==> src/rtl/pc_status_unit.sv <==
// Architectural PC, latched condition flags, and retired-instruction counter
// for the microcoded datapath. Feeds the status vector read by opcode decoders.
module pc_status_unit #(
  parameter int              PC_W     = 64,
  parameter logic [PC_W-1:0] RESET_PC = '0,
  parameter int              CNT_W    = 32
) (
  input  logic             clock,
  input  logic             reset,
  input  logic [1:0]       Psel,
  input  logic             PCsel,
  input  logic [PC_W-1:0]  K,
  input  logic [PC_W-1:0]  data_bus,
  input  logic             SL,
  input  logic [3:0]       alu_flags,
  input  logic             alu_zero,
  input  logic             EN_PC,
  input  logic             stall,
  input  logic             commit,
  output logic [PC_W-1:0]  PC,
  output logic [PC_W-1:0]  pc_plus4,
  output logic [PC_W-1:0]  pc_bus,
  output logic             pc_bus_en,
  output logic [4:0]       status,
  output logic [CNT_W-1:0] retired,
  output logic             misalign
);

  localparam logic [PC_W-1:0] PC_STEP = PC_W'(4);

  logic [PC_W-1:0]  r_pc;
  logic             r_v;
  logic             r_c;
  logic             r_n;
  logic             r_z;
  logic [CNT_W-1:0] r_retired;
  logic             r_misalign;

  logic [PC_W-1:0]  w_pc_plus4;
  logic [PC_W-1:0]  w_in;
  logic [PC_W-1:0]  w_pc_next;
  logic             w_pc_wr;

  always_comb begin
    w_pc_plus4 = r_pc + PC_STEP;
    w_in       = PCsel ? K : data_bus;
    w_pc_next  = r_pc;
    w_pc_wr    = 1'b0;
    case (Psel)
      2'b01: begin
        w_pc_next = w_pc_plus4;
        w_pc_wr   = 1'b1;
      end
      2'b10: begin
        w_pc_next = w_in;
        w_pc_wr   = 1'b1;
      end
      2'b11: begin
        // Word offset; the top two bits of the immediate shift out.
        w_pc_next = w_pc_plus4 + (w_in << 2);
        w_pc_wr   = 1'b1;
      end
      default: begin
        w_pc_next = r_pc;
        w_pc_wr   = 1'b0;
      end
    endcase
  end

  always_ff @(posedge clock) begin
    if (reset) begin
      r_pc       <= RESET_PC;
      r_v        <= 1'b0;
      r_c        <= 1'b0;
      r_n        <= 1'b0;
      r_z        <= 1'b0;
      r_retired  <= '0;
      r_misalign <= 1'b0;
    end else if (!stall) begin
      if (w_pc_wr) begin
        r_pc <= w_pc_next;
        if (w_pc_next[1:0] != 2'b00) begin
          r_misalign <= 1'b1;
        end
      end
      // Branch decisions this cycle were made on the old flags; new ones land next cycle.
      if (SL) begin
        r_v <= alu_flags[3];
        r_c <= alu_flags[2];
        r_n <= alu_flags[1];
        r_z <= alu_flags[0];
      end
      if (commit) begin
        r_retired <= r_retired + CNT_W'(1);
      end
    end
  end

  assign PC        = r_pc;
  assign pc_plus4  = w_pc_plus4;
  assign pc_bus    = EN_PC ? w_pc_plus4 : '0;
  assign pc_bus_en = EN_PC;
  assign status    = {r_v, r_c, r_z, r_n, alu_zero};
  assign retired   = r_retired;
  assign misalign  = r_misalign;

endmodule

==> config.mk <==
export PLATFORM = sky130hd
export DESIGN_NAME = pc_status_unit
export DESIGN_NICKNAME = d
export VERILOG_FILES = /design/src/rtl/pc_status_unit.sv
export SDC_FILE = /design/constraint.sdc
export NUM_CORES = 1
export LEC_CHECK = 0
export BUFFER_PORTS_ARGS = -buffer_cell sky130_fd_sc_hd__buf_2
export CELL_PAD_IN_SITES_DETAIL_PLACEMENT = 1
export CELL_PAD_IN_SITES_GLOBAL_PLACEMENT = 2
export CORE_MARGIN = 1
export CORE_UTILIZATION = 30
export DETAILED_ROUTE_END_ITERATION = 6
export PLACE_DENSITY = 0.95
export SETUP_SLACK_MARGIN = 0.2
export SYNTH_ARGS = -nofsm -noshare
export SYNTH_HDL_FRONTEND = slang
export SYNTH_SLANG_ARGS = --single-unit
==> constraint.sdc <==
create_clock -name clock -period 15.57 [get_ports clock]
set_clock_uncertainty 0.2 [all_clocks]
set_input_delay 3.114 -clock clock [delete_from_list [all_inputs] [get_ports clock]]
set_output_delay 3.114 -clock clock [all_outputs]
set_load 0.01 [all_outputs]
==> impl_metrics.env, run 1 <==
export IMPL_root_buffer="clkbuf_16"
export IMPL_critPathMaxFanout=36
export IMPL_p_leak_nw=6.55
export IMPL_yosysWarnings=0
export IMPL_clock_latency_ns=0.37
export IMPL_violations="DRC"
export IMPL_initial_core_util=0.307
export IMPL_syn_cell_area_mm2=0.0110
export IMPL_synth_distinct_cells=77
export IMPL_nets=2005
export IMPL_io_buffer_count=370
export IMPL_p_per_area_mw_per_mm2=73.7
export IMPL_critPathArrivalTime_ns=7.90
export IMPL_clk_path_buf_depth=2
export IMPL_ys_ff_latch=101
export IMPL_cts_num_sinks=101
export IMPL_die_h_um=193
export IMPL_synthArstFlopShare=0
export IMPL_routed_wl_um=48100
export IMPL_gr_total_overflow=0
export IMPL_register_area_mm2=0.00202
export IMPL_worst_setup_path_end_kind="flip-flop"
export IMPL_multi_input_area_mm2=0.00836
export IMPL_synth_flop_cell="dfxtp_1"
export IMPL_nFillCells=4596
export IMPL_finalHoldViolCount=0
export IMPL_syn2layout_area_growth_pct=22.4
export IMPL_first_pass_iters=7
export IMPL_path_class="input port to flip-flop"
export IMPL_setup_viol=0
export IMPL_grt_usage=0.252
export IMPL_maxSlewHeadroom=0.196
export IMPL_grt_pass1_vias=12900
export IMPL_syn_nets=1703
export IMPL_worst_pin_slew_ns=1.20
export IMPL_core_area_mm2=0.0358
export IMPL_path_clk_slew_ns=0.09
export IMPL_grt_start_max_net_pins=74
export IMPL_placement_rows=69
export IMPL_die_area_mm2=0.0374
export IMPL_ir_worst_vdd_uv=46.5
export IMPL_viasPerCell=5.54
export IMPL_drv_cap=0
export IMPL_critPathRequiredTime_ns=15.60
export IMPL_start_kind="input port"
export IMPL_cts_setup_buffers=0
export IMPL_wl_per_cell_um=21.3
export IMPL_rsz0062_at_grt="false"
export IMPL_post_cts_resized=0
export IMPL_slew_violations=0
export IMPL_final_cell_mix="370 x buf_2, 167 x nand2_1, 131 x nor2_1, 116 x a21oi_1, 101 x dfxtp_1"
export IMPL_grt_pass1_wl_um=74600
export IMPL_holdBufCountCts=0
export IMPL_status="complete, but fails checks"
export IMPL_vias=12500
export IMPL_syn_inst=1490
export IMPL_cts_made_buffers=9
export IMPL_route_detailed_drc=20
export IMPL_whs_ns=0.278
export IMPL_cts_tree="yes"
export IMPL_synth_edf_count=0
export IMPL_antenna_found_initial=2
export IMPL_drive_gt1_frac=0.281
export IMPL_syn_avg_cell_area_um2=7.37
export IMPL_fp_dieW_um=193
export IMPL_min_period_ns=7.87
export IMPL_detail_route_antenna_nets=0
export IMPL_gpl_final_weighted_congestion=0.863
export IMPL_synth_seq_area_share=0.184
export IMPL_htree_levels=3
export IMPL_min_path_type="flip-flop to flip-flop"
export IMPL_final_common_cell="buf_2"
export IMPL_timing_final_crit_share=0.506
export IMPL_fin_tns_setup_ns=0
export IMPL_pin_count=373
export IMPL_drt_initial_drc_count=588
export IMPL_max_freq_mhz=127
export IMPL_place_hpwl_um=37000
[cells by family (layout without fill, tap and decap cells)]
logic type | after synthesis | after routing | share of synthesized area
DFF | 101 | 101 | 0.184
adders and majority gates | 73 | 73 | 0.0836
xor gates and xnor gates | 138 | 138 | 0.111
muxes | 75 | 75 | 0.0752
AOI/OAI and AO/OA | 379 | 379 | 0.232
other | 0 | 2 | 0
and+or+nand+nor | 577 | 577 | 0.259
buffers and inverters | 147 | 454 | 0.0559
[cells in the mapped netlist, types with 35 or more instances]
cell	count	area share
mux2_2	60	0.062
xor2_1	79	0.063
nor2_1	133	0.045
xnor2_1	58	0.046
nand2_1	167	0.057
ha_1	70	0.080
nor2b_1	53	0.030
a21oi_1	117	0.053
a21o_1	35	0.024
and2_1	44	0.025
o21ai_0	74	0.034
dfxtp_1	101	0.18
inv_1	52	0.018
nand3_1	50	0.023
clkbuf_1	66	0.023
[flip-flops by register name, summed over array words and instances, names as in the netlist]
register / flops
r_z: 1
retired: 32
r_n: 1
misalign: 1
r_c: 1
PC: 64
r_v: 1
[metrics by stage]
step | cells | power (mW) | instance area, um2 | utilization | setup slack (ns)
global route | 2260 | 1.05 | 13400 | 0.375 | 7.35
floorplan | 1490 | 0.591 | 11000 | - | 8.26
finish | 2260 | 0.991 | 13400 | 0.375 | 7.70
global placement | 2242 | 0.734 | 13100 | 0.366 | 7.49
detailed placement | 2242 | 0.742 | 13100 | 0.366 | 7.35
CTS | 2258 | 0.997 | 13400 | 0.375 | 7.73
[per-layer routing]
| metal | GRT usage | wire [um] |
|---|---|---|
| met1 | 0.310 | 21000 |
| met2 | 0.437 | 22900 |
| met3 | 0.0382 | 2420 |
| met4 | 0.104 | 1750 |
| met5 | 0 | 0 |
[worst paths after layout]
path | slack, ns | from | endpoint | cells after the start
worst max register to register | 9.58 | PC[2] | PC[53] | 20
worst max-delay path | 7.70 | PCsel | PC[42] | 17
worst min-delay path | 0.28 | misalign | misalign | 2
worst min register to register | 0.28 | misalign | misalign | 2
[report_power, final]
group | leakage, nW | switching (mW) | internal (mW)
Clock | 0.152 | 0.134 | 0.117
Combinational | 5.57 | 0.267 | 0.176
Sequential | 0.828 | 0.0243 | 0.274
[worst max-delay path, stage by stage]
cell,delay [ns]
buf_2,0.72
mux2i_1,0.25
inv_1,0.11
ha_1,0.16
inv_1,0.05
fa_1,0.38
nor2b_1,0.17
o21ai_0,0.15
a211oi_1,0.33
o21ai_0,0.20
o21a_1,0.22
o21ai_0,0.64
a21oi_1,0.33
nor2_1,0.25
a31o_2,0.25
xnor2_1,0.08
a2111oi_0,0.46
[final cells by class]
class / count / share of cell area
multi-input cells: 1242 / 0.622
flip-flops and latches: 101 / 0.150
repair buffers: 385 / 0.146
well taps: 461 / 0.0429
clock buffers: 9 / 0.0168
inverters: 53 / 0.0148
clock inverters: 7 / 0.00661
diodes: 2 / 0.000372
(Power assumes the default switching activity.)
==> run 2: changes to the inputs <==
Settings changed: CORE_UTILIZATION 30 to 28, PLACE_DENSITY 0.95 to 0.93.
Clock period 15.57 ns to 8 ns, I/O delays scaled along.
==> run 2 against run 1 <==
Effect of this change:
- the run now ends clean
- via count decreased by 0.82%
- critical path depth increased by 3
- global-route usage is 1.4 points lower
- combinational power grew 96%
- routed wire length rose by 1.5%
- utilization shrank 2.6 points
- count of clock-buffer cells in the layout stayed put
- sequential cell count stayed put
- first-iteration DRC count rose by 12%
- final cell count is 2.5% higher
- critical path type is now flip-flop to flip-flop
- critical endpoint is now PC[53]
==> impl_metrics.env, run 2 (same netlist as run 1, synthesis figures left out) <==
export IMPL_wl_per_cell_um=21.1
export IMPL_cts_tree="yes"
export IMPL_place_hpwl_um=38000
export IMPL_critPathRequiredTime_ns=8.05
export IMPL_fin_ws_ns=1.44
export IMPL_cts_setup_buffers=0
export IMPL_clock_latency_ns=0.37
export IMPL_drt_initial_drc_count=661
export IMPL_drv_cap=0
export IMPL_p_per_area_mw_per_mm2=144
export IMPL_slowest_stage="nor2_1"
export IMPL_cts_num_sinks=101
export IMPL_first_pass_iters=5
export IMPL_critPathMaxStageDelay_ns=0.77
export IMPL_gpl_final_weighted_congestion=0.890
export IMPL_critPathMaxFanout=12
export IMPL_clk_path_buf_depth=2
export IMPL_maxSlewHeadroom=0.211
export IMPL_grt_pass1_vias=12500
export IMPL_die_area_mm2=0.0400
export IMPL_grt_usage=0.237
export IMPL_cp_cell_sequence="ha_1, and3_1, nand4_2, or3_2, nor2_1, and3_1, xnor2_1, inv_1, ha_1, nand4_1, nor4_1, nand2_1, a21oi_1, o211ai_1, nand3_1, or3_4, a31oi_4, xnor2_1, a2111oi_1, nor3_1"
export IMPL_start_kind="flip-flop"
export IMPL_post_cts_resized=0
export IMPL_slew_violations=0
export IMPL_route_detailed_drc=0
export IMPL_status="complete, no violations"
export IMPL_rsz0062_at_grt="false"
export IMPL_initial_core_util=0.284
export IMPL_cts_made_buffers=9
export IMPL_antenna_found_initial=0
export IMPL_viasPerCell=5.36
export IMPL_largest_reg_flops=64
export IMPL_whs_path_depth=2
export IMPL_grt_pass1_wl_um=73100
export IMPL_ir_worst_vdd_uv=127
export IMPL_reg2reg_setup_slack_ns=1.44
export IMPL_io_buffer_count=370
export IMPL_finalHoldViolCount=0
export IMPL_die_h_um=200
export IMPL_gr_total_overflow=0
export IMPL_cpLargestDelayFamily="simple AND/OR/NAND/NOR gates"
export IMPL_detail_route_antenna_nets=0
export IMPL_p_leak_nw=6.54
export IMPL_cp_num_buf_inv=1
export IMPL_path_clk_slew_ns=0.09
export IMPL_fp_dieW_um=200
export IMPL_pin_count=373
export IMPL_nFillCells=4889
export IMPL_fin_tns_setup_ns=0
export IMPL_nets=2005
export IMPL_syn2layout_area_growth_pct=23.1
export IMPL_critPathArrivalTime_ns=6.60
export IMPL_worst_setup_path_end_kind="flip-flop"
export IMPL_reg2regPathDepth=20
export IMPL_drive_gt1_frac=0.281
export IMPL_vias=12400
export IMPL_timing_final_crit_share=0.819
export IMPL_final_cell_mix="369 x buf_2, 167 x nand2_1, 131 x nor2_1, 116 x a21oi_1, 101 x dfxtp_1"
export IMPL_min_period_ns=6.56
export IMPL_setup_viol=0
export IMPL_worst_pin_slew_ns=1.18
export IMPL_htree_levels=3
export IMPL_max_freq_mhz=153
export IMPL_holdBufCountCts=0
export IMPL_placement_rows=72
export IMPL_cp_depth=20
export IMPL_grt_start_max_net_pins=66
export IMPL_path_class="flip-flop to flip-flop"
export IMPL_placed_area_mm2=0.0132
export IMPL_place_ws_ns=1.48
export IMPL_routed_wl_um=48800
export IMPL_design_area_mm2=0.0135
export IMPL_core_area_mm2=0.0386
export IMPL_final_common_cell="buf_2"
export IMPL_root_buffer="clkbuf_16"
export IMPL_min_path_type="flip-flop to flip-flop"
-- run 2: worst paths after layout --
path             from        to
max             PC[2]    PC[53]
min          misalign  misalign
min reg2reg  misalign  misalign
max reg2reg     PC[2]    PC[53]
-- run 2: worst min-delay path, stage by stage (launching register included) --
cell and delay, ns:
dfxtp_1 0.33, a31oi_1 0.04, nor2_1 0.07
-- run 2: cell type report --
class	count	area [um2]	area share
multi-input combinational	1242	8360	0.619
tap	518	648	0.0480
timing repair buffer	385	1970	0.146
inverter	53	199	0.0147
clock buffer	9	225	0.0167
antenna	1	2.50	0.000185
clock inverter	7	88.8	0.00657
sequential	101	2020	0.150
-- run 2: power breakdown --
group	internal, mW	switching, mW	leakage [nW]
logic	0.343	0.526	5.56
registers	0.532	0.0466	0.828
clock network	0.227	0.265	0.152
-- run 2: through the flow --
| stage | hold WS, ns | utilization | std cells | total power, mW |
|---|---|---|---|---|
| 2_1_floorplan | 0.262 | - | 1490 | 1.15 |
| 3_3_place_gp | 0.255 | 0.341 | 2299 | 1.44 |
| 3_5_place_dp | 0.268 | 0.341 | 2299 | 1.45 |
| 4_1_cts | 0.288 | 0.350 | 2315 | 1.95 |
| 5_1_grt | 0.306 | 0.350 | 2315 | 2.06 |
| 6_report | 0.276 | 0.350 | 2316 | 1.94 |
-- run 2: layer usage --
layer,routed length (um),track usage,share of wire
met1,21800,0.308,0.45
met2,23500,0.416,0.48
met3,2380,0.0225,0.049
met4,1050,0.0653,0.021
met5,0,0,0
